[src/rtl/aidc_lite_blk_buf.sv]
// aidc_lite_blk_buf
//   Block staging buffer between the AIDC-Lite engine's AHB read path and the
//   compressor core. It captures WORDS_PER_BLK words per block from the engine
//   write strobe and replays each complete block as an in-order read stream.
//
//   Optional feature macro: AIDC_LITE_BLK_BUF_PINGPONG_EN
//     defined   -> two banks (ping-pong), free_banks_o ranges 0..2
//     undefined -> bank 0 only, free_banks_o ranges 0..1 (MSB tied to 0)
//
// Ports
//   clk          clock, rising edge
//   rst_n        asynchronous active-low reset
//   clear_i      synchronous flush; wins over wren_i/rden_i in the same cycle
//   wren_i       write strobe (engine buf_wren_o)
//   wdata_i      write data   (engine buf_wdata_o)
//   blk_valid_o  a complete block is readable (level)
//   rden_i       read strobe, one word per cycle
//   rdata_o      registered read data, held until the next accepted read
//   rlast_o      rdata_o is the final word of its block
//   free_banks_o number of banks able to accept writes
//   ovf_o        sticky: a write was dropped
//   udf_o        sticky: a read was issued while blk_valid_o was low
module aidc_lite_blk_buf #(
  parameter int unsigned WORDS_PER_BLK = 32
) (
  input  logic        clk,
  input  logic        rst_n,
  input  logic        clear_i,
  input  logic        wren_i,
  input  logic [31:0] wdata_i,
  output logic        blk_valid_o,
  input  logic        rden_i,
  output logic [31:0] rdata_o,
  output logic        rlast_o,
  output logic [1:0]  free_banks_o,
  output logic        ovf_o,
  output logic        udf_o
);

  localparam int unsigned AW = $clog2(WORDS_PER_BLK);
  localparam logic [AW-1:0] LAST = AW'(WORDS_PER_BLK - 1);
`ifdef AIDC_LITE_BLK_BUF_PINGPONG_EN
  localparam int unsigned NB = 2;
`else
  localparam int unsigned NB = 1;
`endif
  localparam int unsigned DEPTH = NB * WORDS_PER_BLK;
  localparam int unsigned MW    = $clog2(DEPTH);

  logic [31:0]    mem [DEPTH];
  logic [NB-1:0]  full_q, full_d;
  logic [AW-1:0]  wr_ptr_q, rd_ptr_q;
  logic [MW-1:0]  wr_addr, rd_addr;
  logic           wr_full, rd_full;
  logic           wr_acc, rd_acc, wr_done, rd_done;

`ifdef AIDC_LITE_BLK_BUF_PINGPONG_EN
  logic wr_bank_q, rd_bank_q;

  assign wr_full      = full_q[wr_bank_q];
  assign rd_full      = full_q[rd_bank_q];
  assign wr_addr      = {wr_bank_q, wr_ptr_q};
  assign rd_addr      = {rd_bank_q, rd_ptr_q};
  assign free_banks_o = {1'b0, ~full_q[0]} + {1'b0, ~full_q[1]};

  // A bank is never both filling and full, so the set and clear below always
  // target different flags and both take effect on the same edge.
  always_comb begin
    full_d = full_q;
    if (wr_done) full_d[wr_bank_q] = 1'b1;
    if (rd_done) full_d[rd_bank_q] = 1'b0;
  end

  always_ff @(posedge clk or negedge rst_n) begin
    if (!rst_n) begin
      wr_bank_q <= 1'b0;
      rd_bank_q <= 1'b0;
    end else if (clear_i) begin
      wr_bank_q <= 1'b0;
      rd_bank_q <= 1'b0;
    end else begin
      if (wr_done) wr_bank_q <= ~wr_bank_q;
      if (rd_done) rd_bank_q <= ~rd_bank_q;
    end
  end
`else
  assign wr_full      = full_q[0];
  assign rd_full      = full_q[0];
  assign wr_addr      = wr_ptr_q;
  assign rd_addr      = rd_ptr_q;
  assign free_banks_o = {1'b0, ~full_q[0]};

  // Single bank: completing a write needs the bank empty, completing a read
  // needs it full, so at most one of these fires per cycle.
  always_comb begin
    full_d = full_q;
    if (wr_done) full_d[0] = 1'b1;
    if (rd_done) full_d[0] = 1'b0;
  end
`endif

  assign blk_valid_o = rd_full;

  assign wr_acc  = wren_i & ~wr_full & ~clear_i;
  assign rd_acc  = rden_i &  rd_full & ~clear_i;
  assign wr_done = wr_acc & (wr_ptr_q == LAST);
  assign rd_done = rd_acc & (rd_ptr_q == LAST);

  always_ff @(posedge clk) begin
    if (wr_acc) mem[wr_addr] <= wdata_i;
  end

  always_ff @(posedge clk or negedge rst_n) begin
    if (!rst_n) begin
      full_q   <= '0;
      wr_ptr_q <= '0;
      rd_ptr_q <= '0;
      rdata_o  <= '0;
      rlast_o  <= 1'b0;
      ovf_o    <= 1'b0;
      udf_o    <= 1'b0;
    end else if (clear_i) begin
      // rdata_o deliberately holds across a flush.
      full_q   <= '0;
      wr_ptr_q <= '0;
      rd_ptr_q <= '0;
      rlast_o  <= 1'b0;
      ovf_o    <= 1'b0;
      udf_o    <= 1'b0;
    end else begin
      full_q <= full_d;
      // Power-of-two block size: the pointers wrap to 0 naturally.
      if (wr_acc) wr_ptr_q <= wr_ptr_q + 1'b1;
      if (wren_i && wr_full) ovf_o <= 1'b1;
      if (rd_acc) begin
        rd_ptr_q <= rd_ptr_q + 1'b1;
        rdata_o  <= mem[rd_addr];
        rlast_o  <= rd_done;
      end else if (rden_i) begin
        rlast_o  <= 1'b0;
        udf_o    <= 1'b1;
      end
    end
  end

endmodule

[config.mk]
export PLATFORM = sky130hd
export DESIGN_NAME = aidc_lite_blk_buf
export DESIGN_NICKNAME = d
export VERILOG_FILES = /design/src/rtl/aidc_lite_blk_buf.sv
export SDC_FILE = /design/constraint.sdc
export NUM_CORES = 1
export LEC_CHECK = 0
export ABC_CLOCK_PERIOD_IN_PS = 3450
export CAP_MARGIN = 25
export CORE_UTILIZATION = 30
export DETAILED_ROUTE_END_ITERATION = 8
export SLEW_MARGIN = 20
export SYNTH_ARGS = -nofsm -noshare
export SYNTH_HDL_FRONTEND = slang
export SYNTH_SLANG_ARGS = --single-unit
[constraint.sdc]
create_clock -name clk -period 3.45 [get_ports clk]
set_input_delay 0.69 -clock clk [delete_from_list [all_inputs] [get_ports clk]]
set_output_delay 0.69 -clock clk [all_outputs]
set_load 0.02 [all_outputs]
Yosys cells after proc, flatten, opt, wreduce, memory -nomap -nowiden. Memory sizes are Yosys's and may differ from the RTL's. A register that Yosys moved wholly into a read port is not among the register bits. Index checks and enable logic that the tools add are counted.

Bits in writable memories: 1024. Logic and storage cells: 47. Bits of input ports: 37. Memories: 1. Flip-flop bits (word level): 14.

Eq/ne operators: 3. Reductions and logical operators: 10. $add $sub $neg: 2. Mux-type cells: 17. Bitwise operators: 8.

Memory list: mem (depth 32, bits a word 32, read ports 1, clocked after Yosys merged registers in 1, write ports 1, line 50) `logic [31:0] mem [DEPTH];`.

Operator list (count): 5-bit two-way mux (4); 1-bit two-way mux (13); 5-bit by 1-bit adder with 5-bit output, second input constant (2); 5-bit == test, second input constant (2); 2-bit nonzero test (4); 1-bit bitwise AND (6); 3-bit nonzero test (2); 2-bit AND reduction (2); 2-bit != test, second input constant (1); 1-bit NOT (2); 1-bit logical AND (1); 1-bit zero test (1).

Logic depth before layout (Yosys ltp). Gate-level depths: netlist of run 1.

Depth after elaboration: 7. Gate-level depth with buffers: 9.

Worst setup path after synthesis of run 1. OpenSTA, ideal clock, no wires.

Path kind: input-to-reg. Start point: input wren_i. End point: memory mem[30][0] (enable). Slack: 157 ps. Data required time: 3029 ps. Path buffers: 1. Cell stages on the path: 5. Setup time: 421 ps. Arrival time: 2872 ps. Cell sequence: nor2b_1 clkbuf_1 nor2b_1 nand2_1 nor2_1.

Word-level cells in the longest chain between the ends: 4.

RTL lines: start: declaration (line 29) `input logic wren_i,`; 1-bit bitwise AND (2 in series) (line 104) `assign wr_acc = wren_i & ~wr_full & ~clear_i;`; 1-bit two-way mux (line 110) `if (wr_acc) mem[wr_addr] <= wdata_i;`; 1-bit two-way mux (not written as such) (line 110); end: declaration (line 50).

No other way between the ends.

==> impl_metrics.ini, run 1 <==
[synth]
synth_edf_count = 1024
yosys_most_used_dff = edfxtp_1
ys_types = 35
ys_warn_count = 0
syn_avg_cell_area_sq_um = 18.6
netlist_instances = 2257
yosysTopAreaCell = edfxtp_1
ys_ff_latch = 1070
syn_nets = 2301
synthArstFlopShare_pct = 4.30
synth_seq_area_share_pct = 75.9
synth_top_area_share_pct = 73.2
synth_area_sq_um = 42000
yosys-top-cells-area = edfxtp_1, mux2i_1, dfrtp_1

[final_layout]
final_common_cell = edfxtp_1
final_cell_mix = edfxtp_1, mux2i_1, a22oi_1
drive_gt1_share_pct = 16.6
fin_util_pct = 35.5
fin_area_sq_um = 49000
areaGrowthSynthToFinish_pct = 16.7
nets = 2469
nFillCells = 12900

[clock_network]
holdBufCountCts = 0
clockBufferDepth = 3
cts_tree = built
clock_latency_ns = 0.68
htreeDepth = 3
root_buffer = clkbuf_16
post_cts_buffers = 0
cts.sinks = 1070
clk_pin_slew_ns = 0.06
ctsResizeCount = 0
cts_buffers = 106

[floorplan]
die_h_um = 376
num_rows = 136
core-area_sq_um = 138000
die_w_um = 376
dieArea_sq_um = 142000
num_io_pins = 75
initial_utilization_pct = 30.4

[pwr]
p_leak_nw = 14.8
ir_drop_uv = 400
p_total_mw = 25.8
cellPowerDensity_nw_per_um2 = 526

[setup_path]
worst_path_largest_cell_delay_ns = 0.50
worstPathCellList = buf_12 -> buf_12 -> buf_4 -> mux2i_1 -> a22oi_1 -> a21oi_1 -> o41ai_2
worstPathArrival_ns = 3.29
crit_fanout = 48
cp_slowest_cell = a22oi_1
worst_path_most_repeated_cell = buf_12
cp-start-kind = register
worst_ep_required_time_ns = 4.02
end_kind = register
crit_type = register to register

[global_route]
globalRouteOverflowTotal = 0
grt_pass1_vias = 20600
grt_max_degree = 59
antenna_found_initial = 4
grt_usage_pct = 14.3
grt_pass1_wl_mm = 147

[run_status]
status = complete, no violations

[drt]
post_drt_via_cell_ratio = 4.85
wl_mm = 103
drt_iter0_drc = 2032
ant_nets = 0
drc_errors = 0
dr.pass1.iters = 5
vias = 21200
avgRoutedWirePerCell_um = 23.6

[timing]
fmax_mhz = 367
setup_viol = 0
slew_headroom_pct = 38.1
finalCritPeriodShare_pct = 79.0
final_hold_viol_count = 0
finalMaxSlewViolations = 0
clock_skew_ns = 0.0220
finalCriticalPeriod_ns = 2.73
rsz0062_at_grt = no
fin_tns_setup_ns = 0
worst_pin_slew_ns = 0.928

[placed_design]
place_area_sq_um = 45700
io_buffers = 73
hpwl_mm = 65.0
gp_congestion = 0.801

[worst_hold_path]
hold_class = primary input to async pin

[job]
maxCapViolations = 0
-- cell usage after synthesis (17+ instances only) --
library cell  number
a21oi_1           71
a221oi_1          33
a221oi_2          31
a22o_1            64
a22oi_1          128
buf_2             37
buf_4             29
buf_6             17
clkbuf_1          39
dfrtp_1           46
edfxtp_1        1024
mux2i_1          513
nand2_1           47
nor2_1            48
o22ai_1           32
o41ai_2           32
-- worst max-delay path: cells and delay by family (launching register included) --
family / cells / cell delay, ns
AO/OA/AOI/OAI: 3 / 0.89
buffers and inverters: 3 / 1.00
flip-flops: 1 / 0.49
multiplexers: 1 / 0.12
-- cells by family after synthesis --
| group | Yosys count | share of synthesized area [%] |
|---|---|---|
| AOI/OAI and AO/OA | 392 | 8.00 |
| xor gates and xnor gates | 6 | 0.125 |
| adders and majority gates | 7 | 0.208 |
| buffers and inverters | 146 | 2.25 |
| DFF | 1070 | 75.9 |
| muxes | 513 | 12.2 |
| other | 1 | 0.00893 |
| and+or+nand+nor | 122 | 1.26 |
-- metrics by stage --
stage	instances	hold WS (ns)	setup slack, ns
final	4375	0.0878	0.723
after global routing	4374	0.126	0.669
after CTS	4374	0.102	0.765
after detailed placement	4180	0.478	0.433
after global placement	4180	0.471	0.422
after floorplan	2257	0.394	0.157
-- final timing paths --
| path | slack (ns) | endpoint | startpoint | depth (start not counted) |
|---|---|---|---|---|
| min in group clk | 0.50 | rdata_o[18]$_DFFE_PN0P_ | rdata_o[18]$_DFFE_PN0P_ | 2 |
| max in group asynchronous | 2.71 | rd_addr[1]$_DFFE_PN0P_ | rst_n | 1 |
| hold reg to reg | 0.50 | rdata_o[18]$_DFFE_PN0P_ | rdata_o[18]$_DFFE_PN0P_ | 2 |
| hold / removal | 0.09 | rdata_o[15]$_DFFE_PN0P_ | rst_n | 1 |
| setup reg to reg | 0.72 | rdata_o[13]$_DFFE_PN0P_ | rd_addr[0]$_DFFE_PN0P_ | 7 |
| setup / recovery | 0.72 | rdata_o[13]$_DFFE_PN0P_ | rd_addr[0]$_DFFE_PN0P_ | 7 |
-- report_power, final --
part           switching (mW)  total, mW  internal (mW)
registers              0.0121       14.3           14.3
logic                   0.377      0.455         0.0786
clock network            4.76       11.1           6.30
-- flip-flops by register name, summed over array words and instances (netlist names) --
name / cells
rlast_o: 1
udf_o: 1
rd_addr: 5
ovf_o: 1
blk_valid_o: 1
mem: 1024
wr_addr: 5
rdata_o: 32
-- routing by layer --
metal | global-route usage (%) | vias to the layer above | part of all wire [%] | routed length [um]
li1 | - | 9503 | - | -
met3 | 2.05 | 103 | 5.9 | 6070
met4 | 4.01 | 6 | 2.0 | 2060
met2 | 21.7 | 662 | 45 | 46200
met1 | 21.3 | 11000 | 47 | 48800
met5 | 0 | - | 0.034 | 35
-- area by class of cell --
class | count | area, sq um | share of cell area (%)
multi-input cells | 1041 | 9460 | 19.3
repair buffers | 203 | 1980 | 4.04
diodes | 1 | 2.50 | 0.00510
flip-flops and latches | 1070 | 31900 | 65.1
well taps | 1863 | 2330 | 4.75
clock buffers | 137 | 2820 | 5.75
inverters | 3 | 11.3 | 0.0230
clock inverters | 57 | 514 | 1.05
Power figures use the tool's default switching activity.
==> run 2: changes to the inputs <==
- ABC_CLOCK_PERIOD_IN_PS: 3450 -> 2550
- clock period: 3.45 -> 2.55 ns (I/O delays scaled with it)
==> run 2 against run 1 <==
- first-iteration DRC count is 7.1% lower
- combinational power is 47% higher
- routed wire length is 1.6% higher
- sequential cell count stayed put
==> impl_metrics.ini, run 2 (synthesized netlist as in run 1, its figures left out) <==
[final_layout]
regArea_sq_um = 31900
regMostFlops = mem
largest_reg_flops = 1024
nFillCells = 12800
drive_gt1_share_pct = 20.0
final_common_cell = edfxtp_1
nets = 2588
reg_top3 = mem (1024), rdata_o (32)
multi_input_area_sq_um = 9510
final_cell_mix = edfxtp_1, mux2i_1, buf_4
areaGrowthSynthToFinish_pct = 21.0

[global_route]
grt_pass1_wl_mm = 150
grt_pass1_vias = 21100
grt_usage_pct = 14.6
grt_max_degree = 47
globalRouteOverflowTotal = 0
antenna_found_initial = 12

[setup_path]
rr_worst_depth = 7
worst_ep_required_time_ns = 3.09
r2r_slack_ns = 0.05
crit_type = register to register
crit_start = rd_addr[0]$_DFFE_PN0P_
worst_path_largest_cell_delay_ns = 0.62
worstPathCellList = buf_12 -> buf_4 -> mux2i_1 -> a22o_1 -> a221oi_2 -> o22ai_1 -> o41ai_2
cp_slowest_cell = dfrtp_4
end_kind = register
rr_endpoint = rdata_o[8]$_DFFE_PN0P_
r2r-start = rd_addr[0]$_DFFE_PN0P_
cp-start-kind = register
crit_fanout = 29
worstPathArrival_ns = 3.04

[placed_design]
io_buffers = 73
preCtsSetupSlack_ns = -0.0347
hpwl_mm = 68.9
gp_congestion = 0.784

[drt]
avgRoutedWirePerCell_um = 23.4
ant_nets = 0
wl_mm = 105
drc_errors = 0
dr.pass1.iters = 5
drt_iter0_drc = 1887
vias = 21700
post_drt_via_cell_ratio = 4.83

[pwr]
p_leak_nw = 15.6
ir_drop_uv = 521
cellPowerDensity_nw_per_um2 = 692

[clock_network]
clock_latency_ns = 0.69
clk_pin_slew_ns = 0.07
root_buffer = clkbuf_16
cts_buffers = 98
cts_tree = built
clockBufferDepth = 3
cts.sinks = 1070
htreeDepth = 3

[floorplan]
initial_utilization_pct = 30.4
dieArea_sq_um = 142000
die_h_um = 376
core-area_sq_um = 138000
num_rows = 136
die_w_um = 376
num_io_pins = 75

[job]
maxCapViolations = 0

[timing]
setup_viol = 0
clock_skew_ns = 0.0239
slew_headroom_pct = 57.2
finalCriticalPeriod_ns = 2.50
worst_pin_slew_ns = 0.642
worst_slack_ns = 0.0527
finalCritPeriodShare_pct = 97.9
rsz0062_at_grt = no
final_hold_viol_count = 0
fmax_mhz = 400
whs_ns = 0.346
fin_tns_setup_ns = 0
finalMaxSlewViolations = 0

[run_status]
status = complete, no violations

[worst_hold_path]
hold_class = primary input to async pin
-- run 2: changes by cell type in the layout (fill, tap and decap cells not counted), moves of 6 or more --
cell	change
buf_4	+71
buf_2	-23
buf_12	+54
clkbuf_8	+6
clkinv_1	-9
clkbuf_1	-8
clkdlybuf4s50_1	+25
bufinv_16	+7
clkbuf_16	-6
-- run 2: where the power goes --
| group | switching [mW] | internal [mW] |
|---|---|---|
| combinational | 0.496 | 0.173 |
| clock | 6.29 | 8.91 |
| sequential | 0.0177 | 19.3 |
-- run 2: metrics by stage --
| stage | std cells | power [mW] | utilization [%] | instance area, sq um |
|---|---|---|---|---|
| after floorplan | 2257 | 19.8 | - | 42100 |
| after global placement | 4306 | 20.4 | 34.3 | 47400 |
| after global routing | 4486 | 36.1 | 36.8 | 50800 |
| after CTS | 4485 | 35.5 | 36.8 | 50800 |
| after detailed placement | 4306 | 20.4 | 34.3 | 47400 |
| final | 4486 | 35.2 | 36.8 | 50800 |
-- run 2: worst max-delay path by stage --
stage / slack [ns] / endpoint
2_1_floorplan: -0.15 / mem[10][0]$_DFFE_PP_
3_5_place_dp: -0.03 / mem[11][23]$_DFFE_PP_
3_3_place_gp: -0.1 / mem[11][24]$_DFFE_PP_
4_1_cts: 0.01 / rdata_o[24]$_DFFE_PN0P_
6_report: 0.05 / rdata_o[8]$_DFFE_PN0P_
5_1_grt: 0.003 / rdata_o[23]$_DFFE_PN0P_
-- run 2: routing by layer --
layer	GRT usage, %	routed length (um)	vias to the layer above
li1	-	-	9714
met1	21.1	47900	11100
met2	22.3	47700	697
met3	2.62	6760	139
met4	4.46	2390	14
met5	0	69	-
-- run 2: what timing repair did --
action | in CTS | in global routing
endpoints found under the hold margin | 46 | 0
resized for setup | 1 | 6
setup buffers | 0 | 0
hold buffers | 1 | 0
endpoints found under the setup margin | 1 | 6
-- run 2: layout make-up --
| cell class | instances | share of cell area (%) |
|---|---|---|
| multi-input combinational | 1041 | 18.7 |
| clock inverter | 49 | 1.20 |
| antenna | 1 | 0.00492 |
| clock buffer | 129 | 5.36 |
| inverter | 3 | 0.0222 |
| timing repair buffer | 330 | 7.35 |
| tap | 1863 | 4.59 |
| sequential | 1070 | 62.8 |
-- run 2: worst max-delay path: cells and delay by family (launching register included) --
| family | cells | cell delay [ns] |
|---|---|---|
| AO/OA/AOI/OAI | 4 | 0.87 |
| flip-flops | 1 | 0.62 |
| buffers and inverters | 2 | 0.50 |
| multiplexers | 1 | 0.29 |
==> run 3: changes to the inputs <==
- CAP_MARGIN: 25 -> 5
==> results of run 3 <==
Same layout as run 2: the final DEF is identical, and so are final timing and power.
